### config.mk
export PLATFORM = sky130hd
export DESIGN_NAME = control_module
export DESIGN_NICKNAME = d
export VERILOG_FILES = /design/src/rtl/control_module.sv
export SDC_FILE = /design/constraint.sdc
export NUM_CORES = 1
export LEC_CHECK = 0
export BUFFER_PORTS_ARGS = -buffer_cell sky130_fd_sc_hd__buf_2
export CAP_MARGIN = 5
export CORE_MARGIN = 1.5
export CORE_UTILIZATION = 47
export CTS_CLUSTER_DIAMETER = 30
export DETAILED_ROUTE_END_ITERATION = 10
export GPL_TIMING_DRIVEN = 0
export HOLD_SLACK_MARGIN = 0.1
export PLACE_DENSITY_LB_ADDON = 0.3
export SETUP_SLACK_MARGIN = 0.3
export SYNTH_ARGS = -nofsm -noshare
export SYNTH_HDL_FRONTEND = slang
export SYNTH_SLANG_ARGS = --single-unit
export TNS_END_PERCENT = 20
### constraint.sdc
create_clock -name MAIN_CLK_i -period 2.6 [get_ports MAIN_CLK_i]
set_input_delay 0.26 -clock MAIN_CLK_i [delete_from_list [all_inputs] [get_ports MAIN_CLK_i]]
set_output_delay 0.26 -clock MAIN_CLK_i [all_outputs]
set_load 0.03 [all_outputs]
### src/rtl/control_module.sv
// ---------------------------------------------------------------------------
// control_module
//
// Transmission sequencer for the optical link front-end. After reset it arms
// the photodetector, waits for the detection flag and then runs one or more
// transmission passes. Each pass is an optional 8-cycle preamble followed by
// one cycle per data bank. The banks come either from a single selected bank
// or from a sequence of up to nine bank indices. Passes are separated by a
// programmable gap, and the whole transmission is repeated a programmable
// number of times.
//
// Ports
//   MAIN_CLK_i                        system clock, rising edge
//   MAIN_RST_i                        asynchronous active-high reset
//   FLAG_POR_i                        power-on-reset flag, synchronous return to IDLE
//   ADD_PD_OUT_OUTFLAG_i              photodetector detection flag (level)
//   ADD_PD_STA_OUT_READY_i            photodetector ready, mirrored on LED[1]
//   CFREG_DATA_BANK_REPEAT_i [3:0]    extra passes after the first one
//   CFREG_DATA_BANK_SELECT_i [3:0]    bank index used in single mode
//   CFREG_DATA_BANK_SEQUENCE_i [35:0] nine bank indices, slot 0 in [35:32]
//   CFREG_DATA_SEL_SINGLE_SEQUENCE_i  1 = single bank, 0 = sequence
//   CFREG_DELAY_DATA_BANK_REPEAT_i [4:0] gap length between passes
//   CFREG_FORCE_STATE_FSM_i [7:0]     one-hot state override, 0 = normal
//   CFREG_PREAMB_i                    preamble before the first pass
//   CFREG_REPEAT_WITH_PREAMB_i        preamble before every repeated pass
//   ANA_PD_EN_o                       photodetector enable
//   ANA_MOD_EN_o                      modulator enable
//   ANA_FREQ_DIVIDER_EN_o             frequency divider enable
//   ANA_INTERFACE_IN_MODSELECT_o      0 = preamble pattern, 1 = data
//   ANA_MUX_EN_o                      analog mux enable
//   DATA_REG_MUX_EN_o                 data-register mux enable
//   DATA_REG_MUX_SEL_DATA_o [8:0]     one-hot bank select
//   PORT_STA_LED_o [2:0]              [2] transmitting, [1] PD ready, [0] waiting
// ---------------------------------------------------------------------------
module control_module (
    input  logic        MAIN_CLK_i,
    input  logic        MAIN_RST_i,
    input  logic        FLAG_POR_i,
    input  logic        ADD_PD_OUT_OUTFLAG_i,
    input  logic        ADD_PD_STA_OUT_READY_i,
    input  logic [3:0]  CFREG_DATA_BANK_REPEAT_i,
    input  logic [3:0]  CFREG_DATA_BANK_SELECT_i,
    input  logic [35:0] CFREG_DATA_BANK_SEQUENCE_i,
    input  logic        CFREG_DATA_SEL_SINGLE_SEQUENCE_i,
    input  logic [4:0]  CFREG_DELAY_DATA_BANK_REPEAT_i,
    input  logic [7:0]  CFREG_FORCE_STATE_FSM_i,
    input  logic        CFREG_PREAMB_i,
    input  logic        CFREG_REPEAT_WITH_PREAMB_i,
    output logic        ANA_PD_EN_o,
    output logic        ANA_MOD_EN_o,
    output logic        ANA_FREQ_DIVIDER_EN_o,
    output logic        ANA_INTERFACE_IN_MODSELECT_o,
    output logic        ANA_MUX_EN_o,
    output logic        DATA_REG_MUX_EN_o,
    output logic [8:0]  DATA_REG_MUX_SEL_DATA_o,
    output logic [2:0]  PORT_STA_LED_o
);

    // One-hot state encoding; the force register writes these codes directly.
    typedef enum logic [5:0] {
        IDLE    = 6'h01,
        PD_WAIT = 6'h02,
        PREAMB  = 6'h04,
        SEND    = 6'h08,
        GAP     = 6'h10,
        DONE    = 6'h20
    } stateT;

    localparam logic [4:0] PREAMB_LAST = 5'd7;
    localparam logic [3:0] LAST_BANK   = 4'd8;

    stateT       state_q;
    stateT       state_d;
    logic [3:0]  slot_q;
    logic [3:0]  slot_d;
    logic [3:0]  passCnt_q;
    logic [3:0]  passCnt_d;
    logic [4:0]  timer_q;
    logic [4:0]  timer_d;
    logic        ready_q;
    logic        runEn_q;

    logic        forceValid;
    logic [3:0]  curBank;
    logic [3:0]  nextBank;
    logic        curValid;
    logic        nextValid;
    logic        passEnd;
    logic        morePasses;
    logic        preambOnRepeat;
    logic [4:0]  timerInc;

    // Picks nibble k of the sequence word, slot 0 being the top nibble.
    // Slots past the ninth read as a terminator so the last slot always
    // closes the pass.
    function automatic logic [3:0] seqNibble(input logic [35:0] seq,
                                             input logic [3:0]  k);
        logic [3:0] nib;
        nib = 4'hF;
        case (k)
            4'd0:    nib = seq[35:32];
            4'd1:    nib = seq[31:28];
            4'd2:    nib = seq[27:24];
            4'd3:    nib = seq[23:20];
            4'd4:    nib = seq[19:16];
            4'd5:    nib = seq[15:12];
            4'd6:    nib = seq[11:8];
            4'd7:    nib = seq[7:4];
            4'd8:    nib = seq[3:0];
            default: nib = 4'hF;
        endcase
        return nib;
    endfunction

    // Slot bookkeeping. The current bank is what SEND shows this cycle; the
    // next bank is looked at ahead of time so that a terminator nibble ends
    // the pass without spending a cycle on it. A pass also ends when the
    // current bank itself is out of range (empty pass) or in single mode.
    always_comb begin
        forceValid     = (CFREG_FORCE_STATE_FSM_i[7:6] == 2'b00) &&
                         $onehot(CFREG_FORCE_STATE_FSM_i[5:0]);
        curBank        = CFREG_DATA_SEL_SINGLE_SEQUENCE_i ?
                         CFREG_DATA_BANK_SELECT_i :
                         seqNibble(CFREG_DATA_BANK_SEQUENCE_i, slot_q);
        nextBank       = seqNibble(CFREG_DATA_BANK_SEQUENCE_i, slot_q + 4'd1);
        curValid       = (curBank <= LAST_BANK);
        nextValid      = (nextBank <= LAST_BANK);
        passEnd        = CFREG_DATA_SEL_SINGLE_SEQUENCE_i || !curValid || !nextValid;
        morePasses     = (passCnt_q < CFREG_DATA_BANK_REPEAT_i);
        preambOnRepeat = CFREG_PREAMB_i && CFREG_REPEAT_WITH_PREAMB_i;
        timerInc       = timer_q + 5'd1;
    end

    // Next-state logic. The power-on flag beats the force register, which
    // beats the normal flow. Both the power-on flag and forcing keep all
    // counters at zero so the FSM restarts cleanly from whatever state it
    // lands in. The timer is shared between the preamble and the gap, which
    // never overlap.
    always_comb begin
        state_d   = state_q;
        slot_d    = slot_q;
        passCnt_d = passCnt_q;
        timer_d   = timer_q;
        if (FLAG_POR_i) begin
            state_d   = IDLE;
            slot_d    = '0;
            passCnt_d = '0;
            timer_d   = '0;
        end else if (forceValid) begin
            state_d   = stateT'(CFREG_FORCE_STATE_FSM_i[5:0]);
            slot_d    = '0;
            passCnt_d = '0;
            timer_d   = '0;
        end else begin
            case (state_q)
                IDLE: begin
                    slot_d    = '0;
                    passCnt_d = '0;
                    timer_d   = '0;
                    if (runEn_q) begin
                        state_d = PD_WAIT;
                    end
                end
                PD_WAIT: begin
                    slot_d    = '0;
                    passCnt_d = '0;
                    timer_d   = '0;
                    if (ADD_PD_OUT_OUTFLAG_i) begin
                        state_d = CFREG_PREAMB_i ? PREAMB : SEND;
                    end
                end
                PREAMB: begin
                    if (timer_q >= PREAMB_LAST) begin
                        timer_d = '0;
                        state_d = SEND;
                    end else begin
                        timer_d = timerInc;
                    end
                end
                SEND: begin
                    timer_d = '0;
                    if (!passEnd) begin
                        slot_d = slot_q + 4'd1;
                    end else begin
                        slot_d = '0;
                        if (morePasses) begin
                            passCnt_d = passCnt_q + 4'd1;
                            if (CFREG_DELAY_DATA_BANK_REPEAT_i != 5'd0) begin
                                state_d = GAP;
                            end else begin
                                state_d = preambOnRepeat ? PREAMB : SEND;
                            end
                        end else begin
                            state_d = DONE;
                        end
                    end
                end
                GAP: begin
                    if (timerInc >= CFREG_DELAY_DATA_BANK_REPEAT_i) begin
                        timer_d = '0;
                        state_d = preambOnRepeat ? PREAMB : SEND;
                    end else begin
                        timer_d = timerInc;
                    end
                end
                DONE: begin
                    slot_d    = '0;
                    passCnt_d = '0;
                    timer_d   = '0;
                    if (!ADD_PD_OUT_OUTFLAG_i) begin
                        state_d = PD_WAIT;
                    end
                end
                default: begin
                    state_d   = IDLE;
                    slot_d    = '0;
                    passCnt_d = '0;
                    timer_d   = '0;
                end
            endcase
        end
    end

    // State and counter registers. runEn_q holds IDLE for the first clock
    // after reset release so the rest of the front-end sees one settled
    // cycle before the photodetector is armed. The ready flag is simply
    // delayed by one clock for the status LED.
    always_ff @(posedge MAIN_CLK_i or posedge MAIN_RST_i) begin
        if (MAIN_RST_i) begin
            state_q   <= IDLE;
            slot_q    <= '0;
            passCnt_q <= '0;
            timer_q   <= '0;
            ready_q   <= 1'b0;
            runEn_q   <= 1'b0;
        end else begin
            state_q   <= state_d;
            slot_q    <= slot_d;
            passCnt_q <= passCnt_d;
            timer_q   <= timer_d;
            ready_q   <= ADD_PD_STA_OUT_READY_i;
            runEn_q   <= 1'b1;
        end
    end

    // Moore output decode from the registered state and slot. Because it
    // only depends on registers, asserting reset drives every output low
    // without waiting for a clock. In SEND an out-of-range bank still keeps
    // the modulator in data mode but blanks both mux enables and the select.
    always_comb begin
        ANA_PD_EN_o                  = 1'b0;
        ANA_MOD_EN_o                 = 1'b0;
        ANA_FREQ_DIVIDER_EN_o        = 1'b0;
        ANA_INTERFACE_IN_MODSELECT_o = 1'b0;
        ANA_MUX_EN_o                 = 1'b0;
        DATA_REG_MUX_EN_o            = 1'b0;
        DATA_REG_MUX_SEL_DATA_o      = '0;
        PORT_STA_LED_o               = {1'b0, ready_q, 1'b0};
        case (state_q)
            PD_WAIT: begin
                ANA_PD_EN_o       = 1'b1;
                PORT_STA_LED_o[0] = 1'b1;
            end
            PREAMB: begin
                ANA_PD_EN_o           = 1'b1;
                ANA_MOD_EN_o          = 1'b1;
                ANA_FREQ_DIVIDER_EN_o = 1'b1;
                PORT_STA_LED_o[2]     = 1'b1;
            end
            SEND: begin
                ANA_PD_EN_o                  = 1'b1;
                ANA_MOD_EN_o                 = 1'b1;
                ANA_FREQ_DIVIDER_EN_o        = 1'b1;
                ANA_INTERFACE_IN_MODSELECT_o = 1'b1;
                PORT_STA_LED_o[2]            = 1'b1;
                if (curValid) begin
                    ANA_MUX_EN_o            = 1'b1;
                    DATA_REG_MUX_EN_o       = 1'b1;
                    DATA_REG_MUX_SEL_DATA_o = 9'd1 << curBank;
                end
            end
            GAP: begin
                ANA_PD_EN_o       = 1'b1;
                PORT_STA_LED_o[2] = 1'b1;
            end
            DONE: begin
                ANA_PD_EN_o = 1'b1;
            end
            default: begin
                ANA_PD_EN_o = 1'b0;
            end
        endcase
    end

endmodule

## Yosys cells after proc, flatten, opt, wreduce, memory -nomap -nowiden

Index checks and enable logic that the tools add are counted.

| operators by class | value |
|---|---|
| add/sub/neg operators | 8 |
| $lt $le $gt $ge | 5 |
| equal/unequal tests | 31 |
| shift-type cells | 1 |
| muxes and demuxes | 39 |
| reductions and logical operators | 16 |

Operators with widths:

| kind | number |
|---|---|
| $pmux 4 s9 | 2 |
| $mux 6 | 9 |
| $mux 4 | 10 |
| $pmux 6 s6 | 1 |
| $eq 4x3->1 const B | 8 |
| $ne 4x4->1 const B | 7 |
| $mux 5 | 5 |
| $mux 9 | 2 |
| $eq 4x2->1 const B | 4 |
| $pmux 4 s2 | 2 |
| $pmux 5 s2 | 1 |
| $shl 1x4->9 const A | 1 |
| $add 4x1->4 const B | 2 |
| $eq 4x1->1 const B | 2 |
| $eq 4x4->1 const B | 2 |
| $le 4x4->1 const B | 2 |
| $logic_not 4->1 | 2 |
| $mux 1 | 7 |
| $add 1x1->2 | 3 |
| $eq 6x1->1 const B | 1 |
| $eq 6x2->1 const B | 1 |
| $eq 6x3->1 const B | 1 |
| $eq 6x4->1 const B | 1 |
| $eq 6x5->1 const B | 1 |
| other kinds (19) | 23 |

| word-level totals | value |
|---|---|
| register bits after elaboration | 21 |
| input bits | 65 |
| output and inout port bits | 18 |
| word-level logic and storage cells | 106 |

## Logic depth before layout (Yosys ltp)

Gate-level depths: netlist of the first run.

| logic depth | value |
|---|---|
| word-level depth | 11 |
| depth in mapped cells | 15 |
| mapped depth without buffers | 14 |

## Least setup slack after synthesis of the first run

OpenSTA, ideal clock, no wires.

| path | value |
|---|---|
| path type | in2reg |
| from | input CFREG_FORCE_STATE_FSM_i[0] |
| to | register passCnt_q[1] |
| setup time | 0.123 ns |
| data arrival time | 3.627 ns |
| required time | 2.477 ns |
| setup slack | -1.150 ns |
| stages on the path | 15 |
| cells stage by stage | fa_1 > inv_1 > fa_1 > inv_1 > ha_1 > fa_1 > nor4_1 > and2_1 > clkbuf_1 > nor2_1 > nand2_1 > a2111oi_0 > nand3_2 > a31oi_1 > o2bb2ai_1 |

| on the way | value |
|---|---|
| cells in the longest elaborated chain, start to end | 7 |
| elaborated cells on any way between the ends | 11 |

Ends and longest elaborated chain:

| element | RTL line | RTL |
|---|---|---|
| start: declaration | 46 | `input logic [7:0] CFREG_FORCE_STATE_FSM_i,` |
| $add 1x1->2 (not written as such) (*) | 121 | `$onehot(CFREG_FORCE_STATE_FSM_i[5:0]);` |
| $add 2x2->3 (not written as such) (*) | 121 |  |
| $add 3x2->3 (not written as such) (*) | 121 |  |
| $eq 3x1->1 (*) | 121 |  |
| $logic_and 1x1->1 (*) | 120 | `forceValid = (CFREG_FORCE_STATE_FSM_i[7:6] == 2'b00) &&` |
| $ne 4x4->1 (no source line) (tied with other cells) | -- |  |
| $reduce_and 3->1 (no source line) / $mux 4 (equally long branches) | -- |  |
| end signal: assignment | 239 | `passCnt_q <= passCnt_d;` |
| end: declaration | 76 | `logic [3:0] passCnt_q;` |

Every way passes the cells marked *; elsewhere a longest branch is shown, timed or not.
A chain may end at the register's enable or synchronous reset.

## Worst setup path after layout of the first run

| path | value |
|---|---|
| from | input CFREG_FORCE_STATE_FSM_i[3] |
| to | register state_q[2] |

| on the way | value |
|---|---|
| cells in the longest elaborated chain, start to end | 7 |
| elaborated cells on any way between the ends | 14 |

Ends and longest elaborated chain:

| element | RTL line | RTL |
|---|---|---|
| $add 1x1->2 (not written as such) (*) | 121 |  |
| $add 2x2->3 (not written as such) (*) | 121 |  |
| $add 3x2->3 (not written as such) (*) | 121 |  |
| $eq 3x1->1 (*) | 121 |  |
| $logic_and 1x1->1 (*) | 120 |  |
| $ne 4x4->1 (no source line) / $mux 6 (equally long branches) | -- |  |
| $reduce_and 6->1 (no source line) / $mux 6 (equally long branches) | -- |  |
| end signal: assignment | 237 | `state_q <= state_d;` |
| end: declaration | 72 | `stateT state_q;` |

Marked as above.

==> results of run 1 <==
Yosys cell counts (all sizes together), types with 5 or more instances:
cell and number:
a211oi 5, a21oi 18, a22oi 10, and3 5, buf 9, clkbuf 13, dfrtp 20, ha 16
inv 24, mux2i 5, nand2 33, nand2b 7, nand3 13, nand4 5, nor2 31, nor2b 7
nor3 11, o21ai 22, xnor2 5
worst max-delay path, stage by stage:
cell and delay (ps):
buf_8 100, fa_1 550, inv_1 60, fa_1 470, inv_1 40, ha_2 160
fa_1 490, nor4_2 50, and2_1 130, clkbuf_8 130, nor2_4 130, nand2_4 60
a2111o_1 430, o31ai_4 240, buf_6 170, a211oi_2 40, a21o_1 150
worst max path at each step:
stage	cells after the start	to	slack [ps]
finish	17	state_q[2]	-910
global route	16	passCnt_q[0]	-1010
CTS	16	passCnt_q[0]	-920
detailed placement	16	state_q[2]	-1460
global placement	16	state_q[2]	-1400
floorplan	15	state_q[2]	-1040
per-layer routing:
layer | track usage | part of all wire | vias up
li1 | - | - | 1456
met1 | 0.314 | 0.41 | 1369
met2 | 0.446 | 0.49 | 171
met3 | 0.0381 | 0.080 | 19
met4 | 0.0691 | 0.021 | 0
met5 | 0 | 0 | -
power by group:
part / switching (W) / internal, W / total, W
Combinational: 0.000317 / 0.000228 / 0.000545
Sequential: 0.0000149 / 0.000350 / 0.000364
Clock: 0.000110 / 0.000109 / 0.000220
through the flow:
stage | cell area, sq um | setup slack, ps | hold slack [ps]
2_1_floorplan | 2620 | -1040 | 236
3_3_place_gp | 3110 | -1400 | 369
3_5_place_dp | 3110 | -1460 | 371
4_1_cts | 3300 | -921 | 186
5_1_grt | 3410 | -1010 | 236
6_report | 3410 | -914 | 158
cell families after synthesis:
group / after synthesis / share of synthesized area
compound gates: 110 / 0.309
xor+xnor: 9 / 0.0333
fa+ha+maj: 19 / 0.100
buf+inv: 46 / 0.0777
flops: 21 / 0.203
mux: 6 / 0.0236
other cells: 1 / 0.00145
simple gates: 129 / 0.251
area by class of cell:
type	count	area (sq um)
Multi-Input combinational cell	274	2000
Fill cell	459	1790
Sequential cell	21	529
Timing Repair Buffer	91	520
Buffer	22	134
Inverter	24	90.1
Tap cell	70	87.6
Clock buffer	4	45.0
flip-flops by register name (all words and copies together) (netlist names):
name and count:
state_q 6, slot_q 4, passCnt_q 4, ready_q 1, timer_q 5, runEn_q 1
cells in the final DEF, fill, tap and decap left out, types with 4 or more instances in the layout:
cell type / count
and3_1: 5
a32oi_1: 4
nor2_1: 30
clkbuf_2: 6
nor2b_1: 6
mux2i_1: 5
a21oi_1: 14
clkbuf_1: 4
a222oi_1: 4
a21oi_2: 4
a22oi_1: 10
dfrtp_1: 18
xnor2_1: 4
buf_2: 78
clkbuf_8: 4
nand4_1: 5
o21ai_0: 16
a211oi_1: 4
nand2_1: 30
a21o_1: 4
nand2b_1: 7
inv_1: 23
buf_4: 17
nor3_1: 10
o21ai_1: 4
nand3_1: 12
xor2_1: 4
ha_1: 14
what timing repair did:
| action | 4_1_cts | 5_1_grt |
|---|---|---|
| endpoints found under the hold margin | 1 | 0 |
| endpoints found under the setup margin | 30 | 31 |
| hold buffers | 1 | 0 |
| pin swaps | 12 | 6 |
| buffers inserted | 6 | 3 |
| gates resized for setup | 27 | 33 |
==> out/metrics.cfg, run 1 <==
[run_status]
status = complete, but fails checks
violations = negative setup slack

[detailed_routing]
vias = 3015
wl_per_cell_um = 15.3
drt_iter0_drc = 247
drc_errors = 0
routed_wl_um = 7750
via_per_inst = 5.96
ant_nets = 0
dr.pass1.iters = 5

[timing]
clock_skew_ps = 1.91
fin_ws_ps = -914
setup-violations-final = 30
fmax_ghz = 0.285
relSlewSlack = 0.428
slew_violations = 0
worst_slew_pin_slew_ps = 856
finalSetupTns_ps = -19300
period_minus_slack_ps = 3510
rsz0062_at_grt = yes
period_share = 1.35
hold_violations = 0

[power_and_ir_drop]
power_density_nw_per_um2 = 331
leakagePower_nw = 1.63
ir_drop_uv = 391
p_total_w = 0.00113

[synth]
syn_inst = 341
async_reset_ff_frac = 1.00
synth_fp_nets = 425
syn_area_sq_um = 2590
syn-mean-instance-area_sq_um = 7.60
ys_top_cells_by_area = dfrtp_1 19%, ha_1 7.7%, nand2_1 4.8%
netlist.area_leader.share = 0.193
synth_ff_type = dfrtp_1
yosysSeqAreaShare = 0.203
ys_warn_count = 0
synth_edf_count = 0
yosys.area.top_type = dfrtp_1
ys_types = 70
ys_ff_latch = 21

[clock_tree]
cts_tree = built
htreeDepth = 1
cts_made_buffers = 3
clock_latency_ps = 260
cts_root_buffer = clkbuf_8
cts_num_sinks = 21
clockBufferDepth = 2
clk_pin_slew_worst_paths_ps = 80

[die]
ioPinCount = 83
die_x_um = 77.3
fp-row-count = 26
coreArea_sq_um = 5200
die_height_um = 77.3
start_util = 0.498
dieArea_sq_um = 5970

[worst_hold_path]
min_path_type = in -> async

[finish]
final_util = 0.655
drive_above_1_share = 0.333
final_net_count = 521
stdcell_count = 506
antenna_cells = 0
area_growth_pct = 31.6

[worst_setup_path]
r2r_end = passCnt_q[1]
worstSetupPathType = in -> reg
worstRegToRegCells = 10
critPathLaunchType = input port
critPathMaxFanout = 7
rrSetupSlack_ps = -600
required_ps = 2760
critPathLaunch = CFREG_FORCE_STATE_FSM_i[3]
r2r_start = slot_q[0]
arrival_ps = 3680
cp-end-kind = register

[global_route]
grt_overflow = 0
grt_pass1_wl_um = 12400
grt_usage = 0.251
first_global_vias = 2805
antenna_found_initial = 0
grt_max_degree = 22

[place]
place.gp.congestion = 0.959
portBuffers = 81
dp.cells = 492
hpwl_um = 5800

[run]
cap_violations = 0

No activity file was read; power rests on OpenSTA's default activity.
==> run 2, diff against run 1 <==
--- a/config.mk
+++ b/config.mk
@@ -5,6 +5,7 @@
 export SDC_FILE = /design/constraint.sdc
 export NUM_CORES = 1
 export LEC_CHECK = 0
+export ABC_CLOCK_PERIOD_IN_PS = 2600
 export BUFFER_PORTS_ARGS = -buffer_cell sky130_fd_sc_hd__buf_2
 export CAP_MARGIN = 5
 export CORE_MARGIN = 1.5
@@ -14,6 +15,7 @@
 export GPL_TIMING_DRIVEN = 0
 export HOLD_SLACK_MARGIN = 0.1
 export PLACE_DENSITY_LB_ADDON = 0.3
+export REMOVE_ABC_BUFFERS = 1
 export SETUP_SLACK_MARGIN = 0.3
 export SYNTH_ARGS = -nofsm -noshare
 export SYNTH_HDL_FRONTEND = slang
==> run 2 against run 1 <==
The flow still finishes with violations (negative setup slack). Cell count decreased by 2.0%. Via count shrank 2.3%. Wire length is 2.2% lower. Critical path depth unchanged. Register-to-register slack better by 130 ps. First-iteration DRC count increased by 24%. Combinational power fell by 12%. Clock-buffer cell count is 1 lower. Critical path type unchanged. Critical endpoint is now slot_q[2].
==> out/metrics.cfg, run 2 (synthesis results as in run 1) <==
[worst_setup_path]
arrival_ps = 3560
cp-end-kind = register
rrSetupSlack_ps = -470
required_ps = 2800
worstSetupPathType = in -> reg
critPathLaunchType = input port
critPathMaxFanout = 4

[clock_tree]
clock_latency_ps = 270
cts_made_buffers = 3
cts_num_sinks = 21
cts_tree = built
clockBufferDepth = 2
htreeDepth = 1
cts_root_buffer = clkbuf_8
clk_pin_slew_worst_paths_ps = 90

[finish]
multi_input_area_sq_um = 2030
regArea_sq_um = 529
final_net_count = 511
reg_top3 = state_q (6), timer_q (5)
drive_above_1_share = 0.326
largest_reg_flops = 6
area_growth_pct = 30.2
final_common_cell = buf_2
final_util = 0.649
final_cell_mix = 81 x buf_2, 31 x nand2_1, 30 x nor2_1, 23 x inv_1
nFillCells = 462
antenna_cells = 0
regMostFlops = state_q

[timing]
fin_ws_ps = -764
rsz0062_at_grt = yes
slew_violations = 0
period_minus_slack_ps = 3360
clock_skew_ps = 9.97
setup-violations-final = 30
fmax_ghz = 0.297
worst_slew_pin_slew_ps = 824
period_share = 1.29
hold_violations = 0
relSlewSlack = 0.450

[global_route]
grt_usage = 0.243
grt_overflow = 0
first_global_vias = 2607
grt_pass1_wl_um = 12100
antenna_found_initial = 0
grt_max_degree = 24

[power_and_ir_drop]
leakagePower_nw = 1.59
ir_drop_uv = 319
power_density_nw_per_um2 = 329
p_total_w = 0.00111

[die]
fp-row-count = 26
ioPinCount = 83
die_x_um = 77.3
die_height_um = 77.3
dieArea_sq_um = 5970
coreArea_sq_um = 5200
start_util = 0.498

[detailed_routing]
wl_per_cell_um = 15.3
drc_errors = 0
dr.pass1.iters = 8
ant_nets = 0
vias = 2947
via_per_inst = 5.94
drt_iter0_drc = 306
routed_wl_um = 7580

[place]
place.gp.congestion = 0.861
portBuffers = 82
hpwl_um = 5240

[run_status]
status = complete, but fails checks
violations = negative setup slack

[run]
cap_violations = 0

[worst_hold_path]
min_path_type = in -> async

-- run 2: changes by cell type in the layout (fill, tap and decap cells not counted), sizes merged --
cell	before	now
clkbuf	17	3
buf	99	102
clkinv	0	1
-- run 2: what timing repair did --
action | in CTS | in global routing
endpoints found under the setup margin | 30 | 32
hold buffers | 1 | 0
hold endpoints to repair | 1 | 0
resized for setup | 24 | 17
pin swaps | 15 | 9
setup buffers | 9 | 11
-- run 2: area by class of cell --
type | instances | share of cell area
sequential | 21 | 0.157
tap | 70 | 0.0259
clock inverter | 1 | 0.00148
timing repair buffer | 103 | 0.174
clock buffer | 3 | 0.0122
multi-input combinational | 274 | 0.603
inverter | 24 | 0.0267
-- run 2: worst max-delay path, stage by stage --
cell and delay [ps]:
buf_6 100, fa_1 540, inv_2 40, fa_1 470, inv_1 40, ha_2 160, fa_2 550, nor4_4 60
and2_4 140, nor2_4 120, nand2_4 60, buf_4 150, a2111oi_4 240, nand3_2 210, buf_6 180, o21ai_2 110
o2bb2ai_1 120
-- run 2: metrics by stage --
step                      hold slack (ps)  cell area [sq um]  std cells  setup TNS [ps]  setup slack [ps]
after global routing                  214               3380        496          -22420              -903
after floorplan                       236               2480        319          -21760             -1060
after CTS                             180               3190        485          -19780              -826
after detailed placement              370               2980        471          -34410             -1650
final                                 140               3380        496          -18580              -764
after global placement                372               2980        471          -32510             -1530
-- run 2: report_power, final --
group          internal, W  total [W]  switching [W]
sequential        0.000350   0.000407      0.0000571
clock             0.000107   0.000221       0.000114
combinational     0.000222   0.000482       0.000260
total             0.000679    0.00111       0.000431
-- run 2: path summary, 6_finish.rpt --
path,from,to,cells past startpoint
min reg2reg,timer_q[0],timer_q[0],1
min in group MAIN_CLK_i,CFREG_FORCE_STATE_FSM_i[0],state_q[0],3
max,CFREG_FORCE_STATE_FSM_i[0],slot_q[2],17
max reg2reg,slot_q[0],slot_q[2],11
min,MAIN_RST_i,passCnt_q[1],2
max in group asynchronous,MAIN_RST_i,slot_q[0],2
-- run 2: layer usage --
metal  up-vias  global-route usage  share of wire
li1       1440                   -              -
met1      1337               0.340           0.45
met2       147               0.396           0.46
met3        23              0.0321          0.071
met4         0              0.0509          0.023
met5         -                   0              0
==> run 3, diff against run 2 <==
--- a/config.mk
+++ b/config.mk
@@ -12,7 +12,6 @@
 export CORE_UTILIZATION = 47
 export CTS_CLUSTER_DIAMETER = 30
 export DETAILED_ROUTE_END_ITERATION = 10
-export GPL_TIMING_DRIVEN = 0
 export HOLD_SLACK_MARGIN = 0.1
 export PLACE_DENSITY_LB_ADDON = 0.3
 export REMOVE_ABC_BUFFERS = 1
==> run 3 against run 2 <==
The flow still finishes with violations (negative setup slack). Utilization rose by 5.9 points. Critical path depth down 2. Largest power group unchanged. Clock power is essentially flat. Global-route usage up 3.2 points. Sequential cell count unchanged. Wire length rose by 10%. Highest routed layer unchanged. Die area unchanged. Critical path type unchanged. Final area is 9.0% higher.
==> out/metrics.cfg, run 3 (synthesis results as in run 1) <==
[run_status]
status = complete, but fails checks
violations = negative setup slack

[clock_tree]
cts_num_sinks = 21
cts_made_buffers = 3
clock_latency_ps = 270
clockBufferDepth = 2
cts_tree = built
clk_pin_slew_worst_paths_ps = 80
cts_root_buffer = clkbuf_8
htreeDepth = 1

[global_route]
antenna_found_initial = 0
grt_max_degree = 22
first_global_vias = 3031
grt_usage = 0.275
grt_overflow = 0
grt_pass1_wl_um = 13600

[run]
cap_violations = 0

[power_and_ir_drop]
ir_drop_uv = 275
power_density_nw_per_um2 = 305
leakagePower_nw = 1.82

[detailed_routing]
routed_wl_um = 8370
drc_errors = 0
via_per_inst = 5.85
dr.pass1.iters = 5
vias = 3173
wl_per_cell_um = 15.4
drt_iter0_drc = 292
ant_nets = 0

[timing]
rsz0062_at_grt = yes
hold_violations = 0
fmax_ghz = 0.295
fin_ws_ps = -785
setup-violations-final = 30
period_minus_slack_ps = 3390
clock_skew_ps = 4.82
slew_violations = 0
relSlewSlack = 0.454
period_share = 1.30
finalSetupTns_ps = -16540
worst_slew_pin_slew_ps = 818

[die]
coreArea_sq_um = 5200
fp-row-count = 26
ioPinCount = 83
start_util = 0.498
die_height_um = 77.3
die_x_um = 77.3
dieArea_sq_um = 5970

[finish]
area_growth_pct = 42.0
final_cell_mix = 81 x buf_2, 62 x buf_4, 31 x nand2_1, 30 x nor2_1, 24 x inv_1
stdcell_count = 542
finalInstanceArea_sq_um = 3680
reg_top3 = state_q (6), timer_q (5)
final_net_count = 557
nFillCells = 431
final_common_cell = buf_2
antenna_cells = 0
largest_reg_flops = 6
drive_above_1_share = 0.388
regMostFlops = state_q

[worst_setup_path]
critPathMaxFanout = 3
cp-end-kind = register
worstRegToRegCells = 12
arrival_ps = 3540
critPathLaunch = CFREG_FORCE_STATE_FSM_i[0]
worstSetupPathType = in -> reg
r2r_start = slot_q[0]
rrSetupSlack_ps = -200
required_ps = 2760
r2r_end = passCnt_q[3]
critPathLaunchType = input port

[place]
dp.cells = 529
place.gp.congestion = 0.932
portBuffers = 82
hpwl_um = 6260
pre_cts_slack_ps = -1450
placed_area_sq_um = 3410

[worst_hold_path]
min_path_type = in -> async

run 3: final cells by class:
type / count / area [sq um] / share of cell area
inverters: 24 / 90.1 / 0.0245
multi-input cells: 274 / 1990 / 0.540
well taps: 70 / 87.6 / 0.0238
flip-flops and latches: 21 / 527 / 0.143
repair buffers: 149 / 941 / 0.256
clock inverters: 1 / 5.00 / 0.00136
clock buffers: 3 / 41.3 / 0.0112
run 3: worst max-delay path, cell delays in order:
cell	delay, ps
buf_8	100
fa_1	530
inv_1	50
fa_1	480
inv_1	50
ha_2	170
fa_1	500
nor4_2	60
and2_4	170
nor2_4	140
nand2_4	90
a2111o_1	370
nor3_2	180
o21ai_2	90
a221o_1	320
run 3: per-layer routing:
layer | up-vias | track usage | part of all wire
met5 | - | 0 | 0
met4 | 0 | 0.0764 | 0.022
met3 | 18 | 0.0286 | 0.066
met2 | 145 | 0.480 | 0.48
met1 | 1482 | 0.358 | 0.43
li1 | 1528 | - | -
run 3: how the worst max path moves through the flow:
stage | end | depth (start not counted) | slack, ps
floorplan | passCnt_q[1] | 14 | -1060
global placement | passCnt_q[1] | 16 | -1230
detailed placement | passCnt_q[3] | 16 | -1450
CTS | state_q[2] | 16 | -780
global route | state_q[2] | 16 | -860
finish | passCnt_q[0] | 15 | -790
run 3: per-stage QoR:
step	utilization	hold slack [ps]	power, W
2_1_floorplan	-	236	0.000682
4_1_cts	0.692	159	0.00110
3_3_place_gp	0.656	371	0.000851
6_report	0.707	135	0.00112
3_5_place_dp	0.656	372	0.000862
5_1_grt	0.707	204	0.00120
run 3: power breakdown:
part / total (W) / internal, W / switching [W]
sequential: 0.000400 / 0.000350 / 0.0000505
clock: 0.000222 / 0.000107 / 0.000115
combinational: 0.000500 / 0.000236 / 0.000264
run 3: what timing repair did:
| item | in CTS | in global routing |
|---|---|---|
| hold buffers | 1 | 0 |
| pin swaps | 7 | 2 |
| setup endpoints to repair | 30 | 30 |
| endpoints found under the hold margin | 1 | 0 |
| gates resized for setup | 27 | 11 |
| cloned | 0 | 1 |
| setup buffers | 4 | 3 |
